==> config.mk <==
export PLATFORM = sky130hd
export DESIGN_NAME = clb_local_xbar_dbuf
export DESIGN_NICKNAME = d
export VERILOG_FILES = /design/src/rtl/clb_local_xbar_dbuf.sv
export SDC_FILE = /design/constraint.sdc
export NUM_CORES = 1
export LEC_CHECK = 0
export ABC_AREA = 1
export CAP_MARGIN = 15
export CORE_ASPECT_RATIO = 0.75
export CORE_MARGIN = 2
export CORE_UTILIZATION = 40
export CTS_CLUSTER_SIZE = 25
export DETAILED_ROUTE_END_ITERATION = 8
export GPL_ROUTABILITY_DRIVEN = 0
export HOLD_SLACK_MARGIN = 0.08
export PLACE_DENSITY_LB_ADDON = 0.25
export SLEW_MARGIN = 20
export SYNTH_ARGS = -nofsm -noshare
export SYNTH_HDL_FRONTEND = slang
export SYNTH_SLANG_ARGS = --single-unit
==> constraint.sdc <==
create_clock -name prog_clk -period 1.65 [get_ports prog_clk]
set_input_delay 0.2475 -clock prog_clk [delete_from_list [all_inputs] [get_ports prog_clk]]
set_output_delay 0.2475 -clock prog_clk [all_outputs]
set_load 0.02 [all_outputs]
==> src/rtl/clb_local_xbar_dbuf.sv <==
// clb_local_xbar_dbuf: CLB local crossbar whose select config is shifted into a shadow
// register and committed to an active register, so routing continues during reloads.
module clb_local_xbar_dbuf #(
    parameter int N_FLE = 4,
    parameter int FLE_K = 4,
    parameter int FLE_O = 2,
    parameter int CLB_I = 12,
    localparam int NSRC = CLB_I + N_FLE * FLE_O,
    localparam int SEL_W = $clog2(NSRC),
    localparam int NMUX = N_FLE * FLE_K,
    localparam int CFG_BITS = NMUX * SEL_W,
    localparam int CW = $clog2(CFG_BITS + 1)
) (
    input  logic                   prog_clk,
    input  logic                   pReset,
    input  logic                   ccff_en,
    input  logic                   ccff_head,
    input  logic                   cfg_commit,
    input  logic [CLB_I-1:0]       clb_I,
    input  logic [N_FLE*FLE_O-1:0] fle_out,
    output logic [NMUX-1:0]        fle_in,
    output logic                   ccff_tail,
    output logic [CW-1:0]          cfg_cnt,
    output logic                   cfg_full,
    output logic                   cfg_valid,
    output logic [1:0]             cfg_err
);
    typedef enum logic [1:0] {EMPTY, LOAD, FULL} state_t;
    state_t state;
    logic [CFG_BITS-1:0] shadow, active;
    logic [NSRC-1:0] src;
    logic bad;
    assign src = {fle_out, clb_I};
    assign ccff_tail = shadow[CFG_BITS-1];
    assign cfg_full = cfg_cnt == CW'(CFG_BITS);
    always_comb begin
        fle_in = '0;
        bad = 1'b0;
        for (int m = 0; m < NMUX; m++) begin
            fle_in[m] = cfg_valid && int'(active[m*SEL_W +: SEL_W]) < NSRC
                        && src[active[m*SEL_W +: SEL_W]];
            bad = bad | (int'(shadow[m*SEL_W +: SEL_W]) >= NSRC);
        end
    end
    always_ff @(posedge prog_clk) begin
        if (pReset) begin
            shadow <= '0;
            active <= '0;
            cfg_cnt <= '0;
            cfg_valid <= 1'b0;
            cfg_err <= 2'b00;
            state <= EMPTY;
        end else if (cfg_commit && state == FULL) begin
            // commit wins over a simultaneous shift; shadow is kept as-is
            active <= shadow;
            cfg_valid <= 1'b1;
            cfg_cnt <= '0;
            state <= EMPTY;
            if (bad) cfg_err[1] <= 1'b1;
        end else begin
            if (cfg_commit) cfg_err[0] <= 1'b1;
            if (ccff_en) begin
                shadow <= {shadow[CFG_BITS-2:0], ccff_head};
                if (!cfg_full) cfg_cnt <= cfg_cnt + 1'b1;
                state <= (int'(cfg_cnt) >= CFG_BITS - 1) ? FULL : LOAD;
            end
        end
    end
endmodule
# Word-level counts from Yosys, hierarchy flattened
# Cells that the tools add are included.
[word_totals]
inputBits = 25
out_inout_bits = 28
ff_bits = 172
wordCells = 147
[op_classes]
n_mux = 33
addsub = 1
order_cmp = 49
n_reduce_logical = 38
bitwise = 17
n_eq_ne = 2
[ops]
columns = ["cell", "n"]
rows = [
  ["< comparator 5 x 6 -> 1 bit, second input constant", 16],
  ["binary-select mux 1 bit (select 5 bit)", 16],
  ["greater-or-equal comparator 5 bit, second input constant", 16],
  ["< comparator 5 bit, second input constant", 16],
  ["logical AND 1 bit", 33],
  ["2-to-1 mux 1 bit", 16],
  ["OR 1 bit", 15],
  ["AND reduction 2 bit", 4],
  ["adder 7 x 1 -> 7 bit, second input constant", 1],
  ["== test 7 bit, second input constant", 1],
  ["greater-or-equal comparator 7 bit, second input constant", 1],
  ["== test 2 bit, second input constant", 1],
  ["2-to-1 mux 2 bit", 1],
  ["NOT 1 bit", 2],
  ["OR reduction 2 bit", 1],
]

# Depth between registers and ports, before layout
# Gate-level depths: netlist of the first run.
[depth]
ltp_word = 17
mapped_depth = 10
depth_no_buf = 10

# Worst setup path before layout of the first run
# Ideal clock, no wire load.
[synth_timing]
kind = "register to register"
startpoint = "reg cfg_cnt[0]"
endpoint = "reg cfg_cnt[5]"
path_stages_with_launch = 11
setup_time_ns = 0.113
path_slack_ns = 0.154
t_arrival_ns = 1.383
synth_period_minus_slack_ns = 1.496
required_ns = 1.537
cell_sequence = "dfxtp_1 -> inv_1 -> ha_1 -> nand2_1 -> nor3_1 -> nand2_1 -> nand2_1 -> nor3_1 -> nand2_1 -> nand2_1 -> nor2_1"
[synth_via]
elab_chain_cells = 3
elab_cells_between_ends = 4
[synth_lines]
columns = ["item", "line", "source"]
rows = [
  ["start: declaration", "23", "output logic [CW-1:0] cfg_cnt,"],
  ["start signal: assignment", "64", "if (!cfg_full) cfg_cnt <= cfg_cnt + 1'b1;"],
  ["parallel branches: the longest is 3 deep, another holds adder 7 x 1 -> 7 bit", "-", ""],
]
# Parallel ways; which one is timed is not known.
# A chain may end at the register's enable or synchronous reset.

# Worst setup path in the final report of the first run
[layout_timing]
startpoint = "reg active[0]"
endpoint = "out fle_in[0]"
[layout_via]
elab_chain_cells = 3
elab_cells_between_ends = 5
[layout_lines]
columns = ["item", "line", "source"]
rows = [
  ["start: declaration", "30", "logic [CFG_BITS-1:0] shadow, active;"],
  ["start signal: assignment", "55", "active <= shadow;"],
  ["binary-select mux 1 bit (select 5 bit) or < comparator 5 bit (tied branches)", "41, 40", ""],
  ["2-to-1 mux 1 bit (not written as such) or logical AND 1 bit (tied branches)", "41, 40", ""],
  ["logical AND 1 bit *", "41", "&& src[active[m*SEL_W +: SEL_W]];"],
  ["end: declaration", "21", "output logic [NMUX-1:0] fle_in,"],
]
# Every way passes the cells marked *; elsewhere a longest branch is shown, timed or not. The select of a mux whose other input is x is not followed.

==> impl_metrics.json, run 1 <==
{
  "numPortBuffers": 52,
  "finalCriticalPeriod_ns": 2.063,
  "finalHoldViolations": 0,
  "cts_buffers": 17,
  "io_pins": 53,
  "routed_via_density": 5.376,
  "dieArea_mm2": 0.02564,
  "slew_violations": 0,
  "switching_share": 0.2907,
  "clk_latency_ns": 0.45,
  "die_w_um": 184.3,
  "hold_depth": 3,
  "stdcell_count": 2136,
  "r2r-start": "cfg_cnt[0]$_SDFFE_PP0P_",
  "core_mm2": 0.02397,
  "skew_ns": 0.01124,
  "p_leak_nw": 5.919,
  "avgSynthCellArea_um2": 6.130,
  "rsz0062_at_grt": "true",
  "power_density_mw_per_mm2": 691.3,
  "multiInputGateArea_mm2": 0.005893,
  "grt_pass1_vias": 9994,
  "placed_cells": 2054,
  "cts_root_buf": "clkbuf_16",
  "place_area_mm2": 0.01183,
  "synth-seq-cells": 172,
  "period_share": 1.250,
  "internal-power_mw": 6.763,
  "ys_types": 29,
  "start_util": 0.4066,
  "fin_area_mm2": 0.01379,
  "path_class": "flop to primary output",
  "cts_tree": "yes",
  "seq_area_mm2": 0.003521,
  "finalSetupTns_ns": -4.728,
  "path_max_fanout": 5,
  "syn_area_mm2": 0.009747,
  "firstDrtPassIters": 6,
  "final_antenna_net_count": 0,
  "syn_inst": 1590,
  "cts.sinks": 172,
  "syn_nets": 1617,
  "cp.arrival_ns": 1.82,
  "grt.overflow.total": 0,
  "r2r-end": "cfg_cnt[5]$_SDFFE_PP0P_",
  "clkPwrFrac": 0.407,
  "clk_path_buf_depth": 2,
  "seqPwrFrac": 0.458,
  "fin_nets": 1818,
  "min_to": "shadow[0]$_SDFFE_PP0P_",
  "wl_per_cell_um": 16.48,
  "total_power_mw": 9.536,
  "dp_hpwl_mm": 20.49,
  "pre_cts_ws_ns": -0.9420,
  "fmax_mhz": 484.7,
  "dieHeight_um": 139.2,
  "status": "complete, but fails checks",
  "setup_viol": 17,
  "drc": 0,
  "clk_pin_slew_ns": 0.07,
  "yosysWarnings": 0,
  "dr_total_vias": 11483,
  "grt_util_all_layers": 0.2623,
  "comb_power_share": 0.135,
  "antenna_found_initial": 1,
  "drv_cap": 0,
  "setup_ws_ns": -0.4130,
  "start_kind": "flop",
  "syn_to_final_growth_pct": 41.53,
  "hp-class": "input pin to flop",
  "peakVddDrop_v": 0.0007692,
  "max_slew.worst_pin.slew_ns": 0.4702,
  "power_switching_mw": 2.772,
  "grt_max_degree": 65,
  "rows": 49,
  "reg2reg_depth": 11,
  "relSlewSlack": 0.6832,
  "num-fill-cells": 2224,
  "ys_seq_area_frac": 0.3533,
  "drt_iter0_drc": 1259,
  "final_layout_size_suffix_gt1_frac": 0.2966,
  "cp.required_ns": 1.40,
  "cts_max_level": 4,
  "hold_start": "ccff_head",
  "routed_wl_mm": 35.21,
  "ff2ff_setup_slack_ns": 0.18,
  "grt_pass1_wl_mm": 52.59,
  "cp-end-kind": "primary output",
  "violations": "negative setup slack"
}
-- cells by family (layout without fill, tap and decap cells) --
logic type,count (synthesis),count (layout),share of synthesized area
other cells,0,1,0
xor+xnor,1,1,0.0008988
compound gates,386,386,0.2067
fa+ha+maj,2,2,0.002567
flops,172,172,0.3533
simple gates,794,794,0.3272
buf+inv,235,449,0.1094
-- critical path: stages, from the launching register on --
cell	delay (ns)
dfxtp_4	0.42
buf_6	0.14
o21ai_2	0.06
o22ai_1	0.20
nand3_1	0.16
a21oi_4	0.25
buf_6	0.15
-- flip-flops by register name, indices dropped and copies added, names as in the netlist --
name and flops:
active 80, shadow 80, cfg_cnt 7, cfg_err 2, state 2, cfg_valid 1
-- synth_stat cells, drive strengths merged --
master | n | area share
nand2 | 389 | 0.15
nor2 | 254 | 0.098
o21ai | 213 | 0.11
dfxtp | 172 | 0.35
a21oi | 154 | 0.085
nand3 | 130 | 0.067
inv | 125 | 0.048
buf | 85 | 0.051
clkbuf | 25 | 0.0098
nor3 | 18 | 0.0092
o22ai | 16 | 0.010
ha | 2 | 0.0026
a211oi | 1 | 0.00077
a31oi | 1 | 0.00064
nand3b | 1 | 0.00077
nand4 | 1 | 0.00064
o21a | 1 | 0.00077
or2 | 1 | 0.00064
xor2 | 1 | 0.00090
-- timing repair --
item                       in CTS  in global routing
gates cloned                   18                  8
setup endpoints to repair      26                 22
buffers inserted               21                  4
gates resized for setup       278                191
hold buffers                    0                  0
pin swaps                      78                142
-- power by group through the flow --
stage | Combinational [mW] | Clock [mW] | Sequential (mW)
after floorplan | 0.667 | 0 | 4.46
after global placement | 1.07 | 0 | 4.48
after detailed placement | 1.09 | 0 | 4.48
after CTS | 1.20 | 3.93 | 4.37
after global routing | 1.39 | 4.11 | 4.38
final | 1.29 | 3.88 | 4.37
-- worst max-delay path by stage --
stage | to | start | cells after the start
final | fle_in[0] | active[0]$_SDFFE_PP0P_ | 6
after CTS | fle_in[1] | active[5]$_SDFFE_PP0P_ | 8
after detailed placement | fle_in[1] | clb_I[10] | 11
after global routing | fle_in[0] | active[0]$_SDFFE_PP0P_ | 6
after global placement | fle_in[1] | clb_I[4] | 10
after floorplan | cfg_cnt[5]$_SDFFE_PP0P_ | cfg_cnt[0]$_SDFFE_PP0P_ | 10
-- layout make-up --
cell class | instances | area share
Antenna cell | 1 | 0.0001814
Clock buffer | 19 | 0.03211
Tap cell | 331 | 0.03002
Timing Repair inverter | 8 | 0.003719
Sequential cell | 172 | 0.2552
Timing Repair Buffer | 284 | 0.2011
Multi-Input combinational cell | 1183 | 0.4272
Inverter | 125 | 0.04254
Clock inverter | 13 | 0.007891
-- metal layers --
metal	track usage	vias to the layer above	wire length, um
met3	0.07143	109	3650
met2	0.3776	521	14920
met4	0.09979	0	1138
met1	0.3714	5295	15500
li1	-	5558	-
met5	0	-	0
-- metrics by stage --
step | utilization | hold WS (ns)
floorplan | - | 0.3166
global placement | 0.4937 | 0.4391
detailed placement | 0.4937 | 0.4445
CTS | 0.5471 | 0.3977
global route | 0.5753 | 0.4215
finish | 0.5754 | 0.4025
-- placed cells by master, fill, tap and decap left out, types with 18 or more instances in the layout --
cell       n
nor2_2    19
o21ai_1   73
dfxtp_1  140
inv_6     18
nor2_1   230
a21oi_2   33
nand3_2   42
a21oi_1  116
o21ai_0  137
buf_12    25
nand2_1  336
inv_1     91
buf_4    178
nand2_2   49
nand3_1   88
buf_6     41
(Power assumes the default switching activity.)
==> run 2: changes to the inputs <==
Settings changed: ABC_AREA 1 to not set, SETUP_SLACK_MARGIN set to 0.5.
==> impl_metrics.json, run 2 <==
{
  "ys_seq_area_frac": 0.3626,
  "layout_common_cells": "158 x nand2_1, 143 x a21oi_2, 143 x nand2_4",
  "grt_max_degree": 115,
  "grt_util_all_layers": 0.3026,
  "clk_pin_slew_ns": 0.07,
  "dieArea_mm2": 0.02500,
  "hp-class": "input pin to flop",
  "syn_nets": 1054,
  "status": "complete, but fails checks",
  "skew_ns": 0.01093,
  "synth_top_area_frac": 0.3626,
  "total_power_mw": 9.615,
  "fmax_mhz": 426.1,
  "io_pins": 53,
  "firstDrtPassIters": 5,
  "dieHeight_um": 137.4,
  "ys_types": 35,
  "drc": 0,
  "fin_nets": 1272,
  "cp-end-kind": "primary output",
  "routed_wl_mm": 40.62,
  "max_slew.worst_pin.slew_ns": 0.7970,
  "reg2reg_depth": 9,
  "setup_ws_ns": -0.6966,
  "dp_hpwl_mm": 17.43,
  "rsz0062_at_grt": "true",
  "cts_root_buf": "clkbuf_16",
  "clk_latency_ns": 0.45,
  "hold_depth": 4,
  "grt.overflow.total": 0,
  "worst-path-buf-inv": 1,
  "drt_iter0_drc": 1116,
  "netlist_top_cells_area": "dfxtp_1 36%, mux4_1 18%, nand2_1 13%",
  "final_antenna_net_count": 0,
  "rows": 48,
  "hold_start": "pReset",
  "start_kind": "flop",
  "path_class": "flop to primary output",
  "final_layout_size_suffix_gt1_frac": 0.6296,
  "yosys.area.top_type": "dfxtp_1",
  "grt_pass1_vias": 9229,
  "syn_to_final_growth_pct": 68.40,
  "yosysWarnings": 0,
  "period_share": 1.422,
  "num-fill-cells": 1492,
  "synth-edff-count": 0,
  "multiInputGateArea_mm2": 0.007204,
  "finalHoldViolations": 0,
  "finalCriticalPeriod_ns": 2.347,
  "power_density_mw_per_mm2": 601.3,
  "crit_chain": "mux4_2 -> mux2_4 -> nand4b_1 -> nand3_2 -> buf_6",
  "setup_viol": 16,
  "die_w_um": 181.9,
  "violations": "negative setup slack",
  "drv_cap": 0,
  "numPortBuffers": 52,
  "yosysMostFrequentCell": "nand2_1",
  "startpoint": "active[15]$_SDFFE_PP0P_",
  "r2r-start": "state[0]$_SDFFE_PP0P_",
  "ys.flop_type": "dfxtp_1",
  "start_util": 0.4096,
  "dr_total_vias": 9725,
  "path_max_fanout": 3,
  "pre_cts_ws_ns": -1.071,
  "core_mm2": 0.02318,
  "synthTopCellsByCount": "323 x nand2_1, 172 x dfxtp_1, 164 x a21oi_1",
  "routed_via_density": 6.242,
  "avgSynthCellArea_um2": 9.246,
  "cp_top_family": "multiplexers",
  "worst_path_largest_cell_delay_ns": 0.59,
  "worst-path-stages": 5,
  "cts_buffers": 17,
  "seq_area_mm2": 0.003567,
  "peakVddDrop_v": 0.0006913,
  "slew_violations": 0,
  "syn_area_mm2": 0.009495,
  "syn_inst": 1027,
  "mostFrequentLayoutCell": "nand2_1",
  "diodes": 0,
  "cts_max_level": 4,
  "cts_tree": "yes",
  "holdWs_ns": 0.2472,
  "relSlewSlack": 0.4687,
  "grt_pass1_wl_mm": 55.99,
  "cp.required_ns": 1.40,
  "antenna_found_initial": 0,
  "async_flop_share": 0,
  "clk_path_buf_depth": 2,
  "slowest_stage": "mux4_2",
  "synth-seq-cells": 172,
  "p_leak_nw": 7.162,
  "cp.arrival_ns": 2.10,
  "wl_per_cell_um": 26.07,
  "reg.largest.list": "active (80), shadow (80), cfg_cnt (7)",
  "cts.sinks": 172
}
==> run 2: cell count changes in the layout (fill, tap and decap cells not counted), sizes merged, moves of 17 or more <==
cell / before / now
nor2: 254 / 28
o21ai: 213 / 17
inv: 132 / 9
nand3: 130 / 16
mux4: 0 / 80
nand2: 389 / 323
buf: 245 / 269
nand4: 1 / 23
mux2i: 0 / 17
nor3: 18 / 1
==> run 2: worst register-to-register path, stage by stage, from the launching register on <==
cell	delay (ns)
dfxtp_2	0.32
nand3b_1	0.19
buf_4	0.16
buf_6	0.12
nand2_8	0.14
buf_6	0.13
buf_12	0.10
buf_12	0.15
nand2_4	0.07
a21oi_2	0.13
==> run 2: stage by stage <==
stage	TNS, ns	utilization	cell area [um2]	cells
finish	-8.977	0.6898	15990	1558
global route	-9.781	0.6898	15990	1558
CTS	-8.579	0.6337	14690	1535
detailed placement	-16.63	0.4861	11270	1419
global placement	-16.94	0.4861	11270	1419
floorplan	0	-	9722	1027
==> run 2: cell type report <==
type / instances / share of cell area
flip-flops and latches: 172 / 0.2231
repair buffers: 309 / 0.2666
clock inverters: 14 / 0.008451
well taps: 300 / 0.02347
inverters: 3 / 0.001017
multi-input cells: 742 / 0.4505
clock buffers: 18 / 0.02684
==> run 2: logic make-up after synthesis <==
kind of cell	after synthesis	synth area share
compound gates	185	0.09883
xor+xnor	5	0.004612
fa+ha+maj	2	0.002635
buf+inv	114	0.07498
flops	172	0.3626
mux	113	0.2530
simple gates	436	0.2033
==> run 2: worst paths after layout <==
check / endpoint / slack [ns]
setup reg to reg: shadow[3]$_SDFFE_PP0P_ / 0.06
hold / removal: cfg_cnt[3]$_SDFFE_PP0P_ / 0.25
setup / recovery: fle_in[3] / -0.70
hold reg to reg: cfg_err[1]$_SDFFE_PP0P_ / 0.47
==> run 2: repair_timing <==
action	4_1_cts	5_1_grt
endpoints found under the setup margin	196	199
gates resized for setup	569	282
endpoints found under the hold margin	0	0
pin swaps	185	126
gates cloned	46	3
hold buffers	0	0
buffers inserted	38	20
==> run 2: per-layer routing <==
| layer | GRT usage | routed length, um | share of wire | vias to the layer above |
|---|---|---|---|---|
| met4 | 0.1169 | 1768 | 0.044 | 0 |
| met3 | 0.07983 | 4475 | 0.11 | 150 |
| li1 | - | - | - | 4110 |
| met1 | 0.4020 | 15820 | 0.39 | 4825 |
| met5 | 0 | 0 | 0 | - |
| met2 | 0.4764 | 18560 | 0.46 | 640 |
==> run 2: power breakdown <==
part	internal [mW]	total [mW]	leakage (nW)	switching [mW]
clock	2.11	4.03	0.270	1.92
sequential	4.12	4.13	1.42	0.0134
combinational	0.763	1.46	5.48	0.692
total	6.99	9.61	7.16	2.62
==> run 3: changes to the inputs <==
--- a/config.mk
+++ b/config.mk
@@ -16,2 +16,3 @@
 export PLACE_DENSITY_LB_ADDON = 0.25
+export REMOVE_ABC_BUFFERS = 1
 export SETUP_SLACK_MARGIN = 0.5
==> constraint.sdc (replaced) <==
create_clock -name prog_clk -period 1.65 [get_ports prog_clk]
set_input_delay 0.33 -clock prog_clk [delete_from_list [all_inputs] [get_ports prog_clk]]
set_output_delay 0.33 -clock prog_clk [all_outputs]
set_load 0.02 [all_outputs]
==> impl_metrics.json, run 3 (synthesis results as in run 2) <==
{
  "drv_cap": 0,
  "die_w_um": 181.9,
  "reg.largest.list": "active (80), shadow (80), cfg_cnt (7)",
  "hold_start": "pReset",
  "max_slew.worst_pin.slew_ns": 0.4567,
  "cts_buffers": 17,
  "seq_area_mm2": 0.003575,
  "hold_depth": 4,
  "core_mm2": 0.02318,
  "drt_iter0_drc": 1505,
  "hold_buffers": 0,
  "grt_util_all_layers": 0.3277,
  "p_leak_nw": 7.627,
  "path_max_fanout": 8,
  "status": "complete, but fails checks",
  "firstDrtPassIters": 6,
  "min_to": "cfg_cnt[6]$_SDFFE_PP0P_",
  "num-fill-cells": 1446,
  "cp.arrival_ns": 2.10,
  "r2r-start": "state[0]$_SDFFE_PP0P_",
  "finalCriticalPeriod_ns": 2.432,
  "grt_max_degree": 56,
  "relSlewSlack": 0.6955,
  "final_layout_size_suffix_gt1_frac": 0.6880,
  "fin_util": 0.7118,
  "path_class": "input pin to primary output",
  "ff2ff_setup_slack_ns": 0.06,
  "skew_ns": 0.01118,
  "antenna_found_initial": 3,
  "fin_nets": 1278,
  "cts_max_level": 4,
  "setup_ws_ns": -0.7824,
  "grt_pass1_wl_mm": 59.73,
  "layout_common_cells": "182 x nand2_4, 161 x a21oi_2, 123 x nand2_1",
  "cp-end-kind": "primary output",
  "syn_to_final_growth_pct": 73.78,
  "dieHeight_um": 137.4,
  "rows": 48,
  "violations": "negative setup slack",
  "rsz0062_at_grt": "true",
  "drc": 0,
  "peakVddDrop_v": 0.0007433,
  "dp_hpwl_mm": 16.87,
  "cts_tree": "yes",
  "clk_pin_slew_ns": 0.07,
  "start_kind": "input pin",
  "pre_cts_ws_ns": -1.258,
  "r2r-end": "active[31]$_SDFFE_PP0P_",
  "routed_via_density": 6.497,
  "clk_path_buf_depth": 2,
  "wl_per_cell_um": 29.20,
  "dieArea_mm2": 0.02500,
  "reg2reg_depth": 9,
  "setup_viol": 17,
  "cts.sinks": 172,
  "clk_latency_ns": 0.44,
  "mostFrequentLayoutCell": "nand2_4",
  "grt_pass1_vias": 9458,
  "io_pins": 53,
  "finalHoldViolations": 0,
  "start_util": 0.4096,
  "fmax_mhz": 411.1,
  "multiInputGateArea_mm2": 0.007527,
  "dr_total_vias": 10175,
  "slew_violations": 0,
  "hp-class": "input pin to flop",
  "routed_wl_mm": 45.73,
  "cp.required_ns": 1.32,
  "period_share": 1.474,
  "final_antenna_net_count": 0,
  "numPortBuffers": 52,
  "power_density_mw_per_mm2": 624.2,
  "grt.overflow.total": 0,
  "cts_root_buf": "clkbuf_16"
}
[run 3: cell types whose count changed in the layout (fill, tap and decap cells not counted), moves of 12 or more]
cell,previous run,this run
nand2_1,158,123
dfxtp_2,18,33
dfxtp_1,127,115
a21oi_1,20,3
a21oi_2,143,161
nand2_4,143,182
[run 3: critical path, stage by stage]
cell and delay, ns:
dlygate4sd2_1 0.33, buf_6 0.21, mux4_1 0.54, mux2_4 0.30, nand4b_1 0.15, nand3_4 0.10, buf_6 0.14
[run 3: worst max path at each step]
stage,from,to,slack [ns],cells after the start
floorplan,state[0]$_SDFFE_PP0P_,shadow[0]$_SDFFE_PP0P_,-2.39,4
global placement,fle_out[0],fle_in[6],-1.24,7
detailed placement,clb_I[5],fle_in[6],-1.26,7
CTS,active[32]$_SDFFE_PP0P_,fle_in[6],-0.68,5
global route,active[30]$_SDFFE_PP0P_,fle_in[6],-0.79,5
finish,clb_I[3],fle_in[5],-0.78,7
[run 3: where the power goes]
part | leakage [nW] | switching (mW) | internal [mW]
Clock | 0.306 | 1.90 | 2.72
Combinational | 5.90 | 0.785 | 0.760
Sequential | 1.42 | 0.0118 | 4.12
Total | 7.63 | 2.70 | 7.60
[run 3: per-stage QoR]
stage | instance area [um2] | instances | power [mW] | hold slack (ns) | setup TNS [ns]
after global routing | 16490 | 1563 | 10.45 | 0.3645 | -11.38
after floorplan | 8795 | 916 | 4.515 | 0.3991 | -337.44
after CTS | 14710 | 1537 | 9.968 | 0.3212 | -10.03
after detailed placement | 11080 | 1409 | 5.017 | 0.4611 | -27.83
final | 16500 | 1566 | 10.30 | 0.3675 | -10.82
after global placement | 11080 | 1409 | 5.010 | 0.4561 | -25.40
[run 3: metal layers]
metal | global-route usage | up-vias | wire length (um)
li1 | - | 4127 | -
met5 | 0 | - | 12
met4 | 0.1371 | 2 | 3030
met3 | 0.1285 | 252 | 6428
met1 | 0.4152 | 5003 | 16540
met2 | 0.5026 | 791 | 19720
[run 3: layout make-up]
type,count,area share
inverters,3,0.0008341
well taps,300,0.02275
flip-flops and latches,172,0.2166
multi-input cells,742,0.4562
repair buffers,315,0.2644
diodes,3,0.0004550
clock buffers,20,0.02707
clock inverters,11,0.01168
[run 3: timing repair]
item,4_1_cts,5_1_grt
setup buffers,46,17
endpoints found under the setup margin,196,199
cloned,51,9
resized for setup,670,392
endpoints found under the hold margin,0,0
pin swaps,182,195
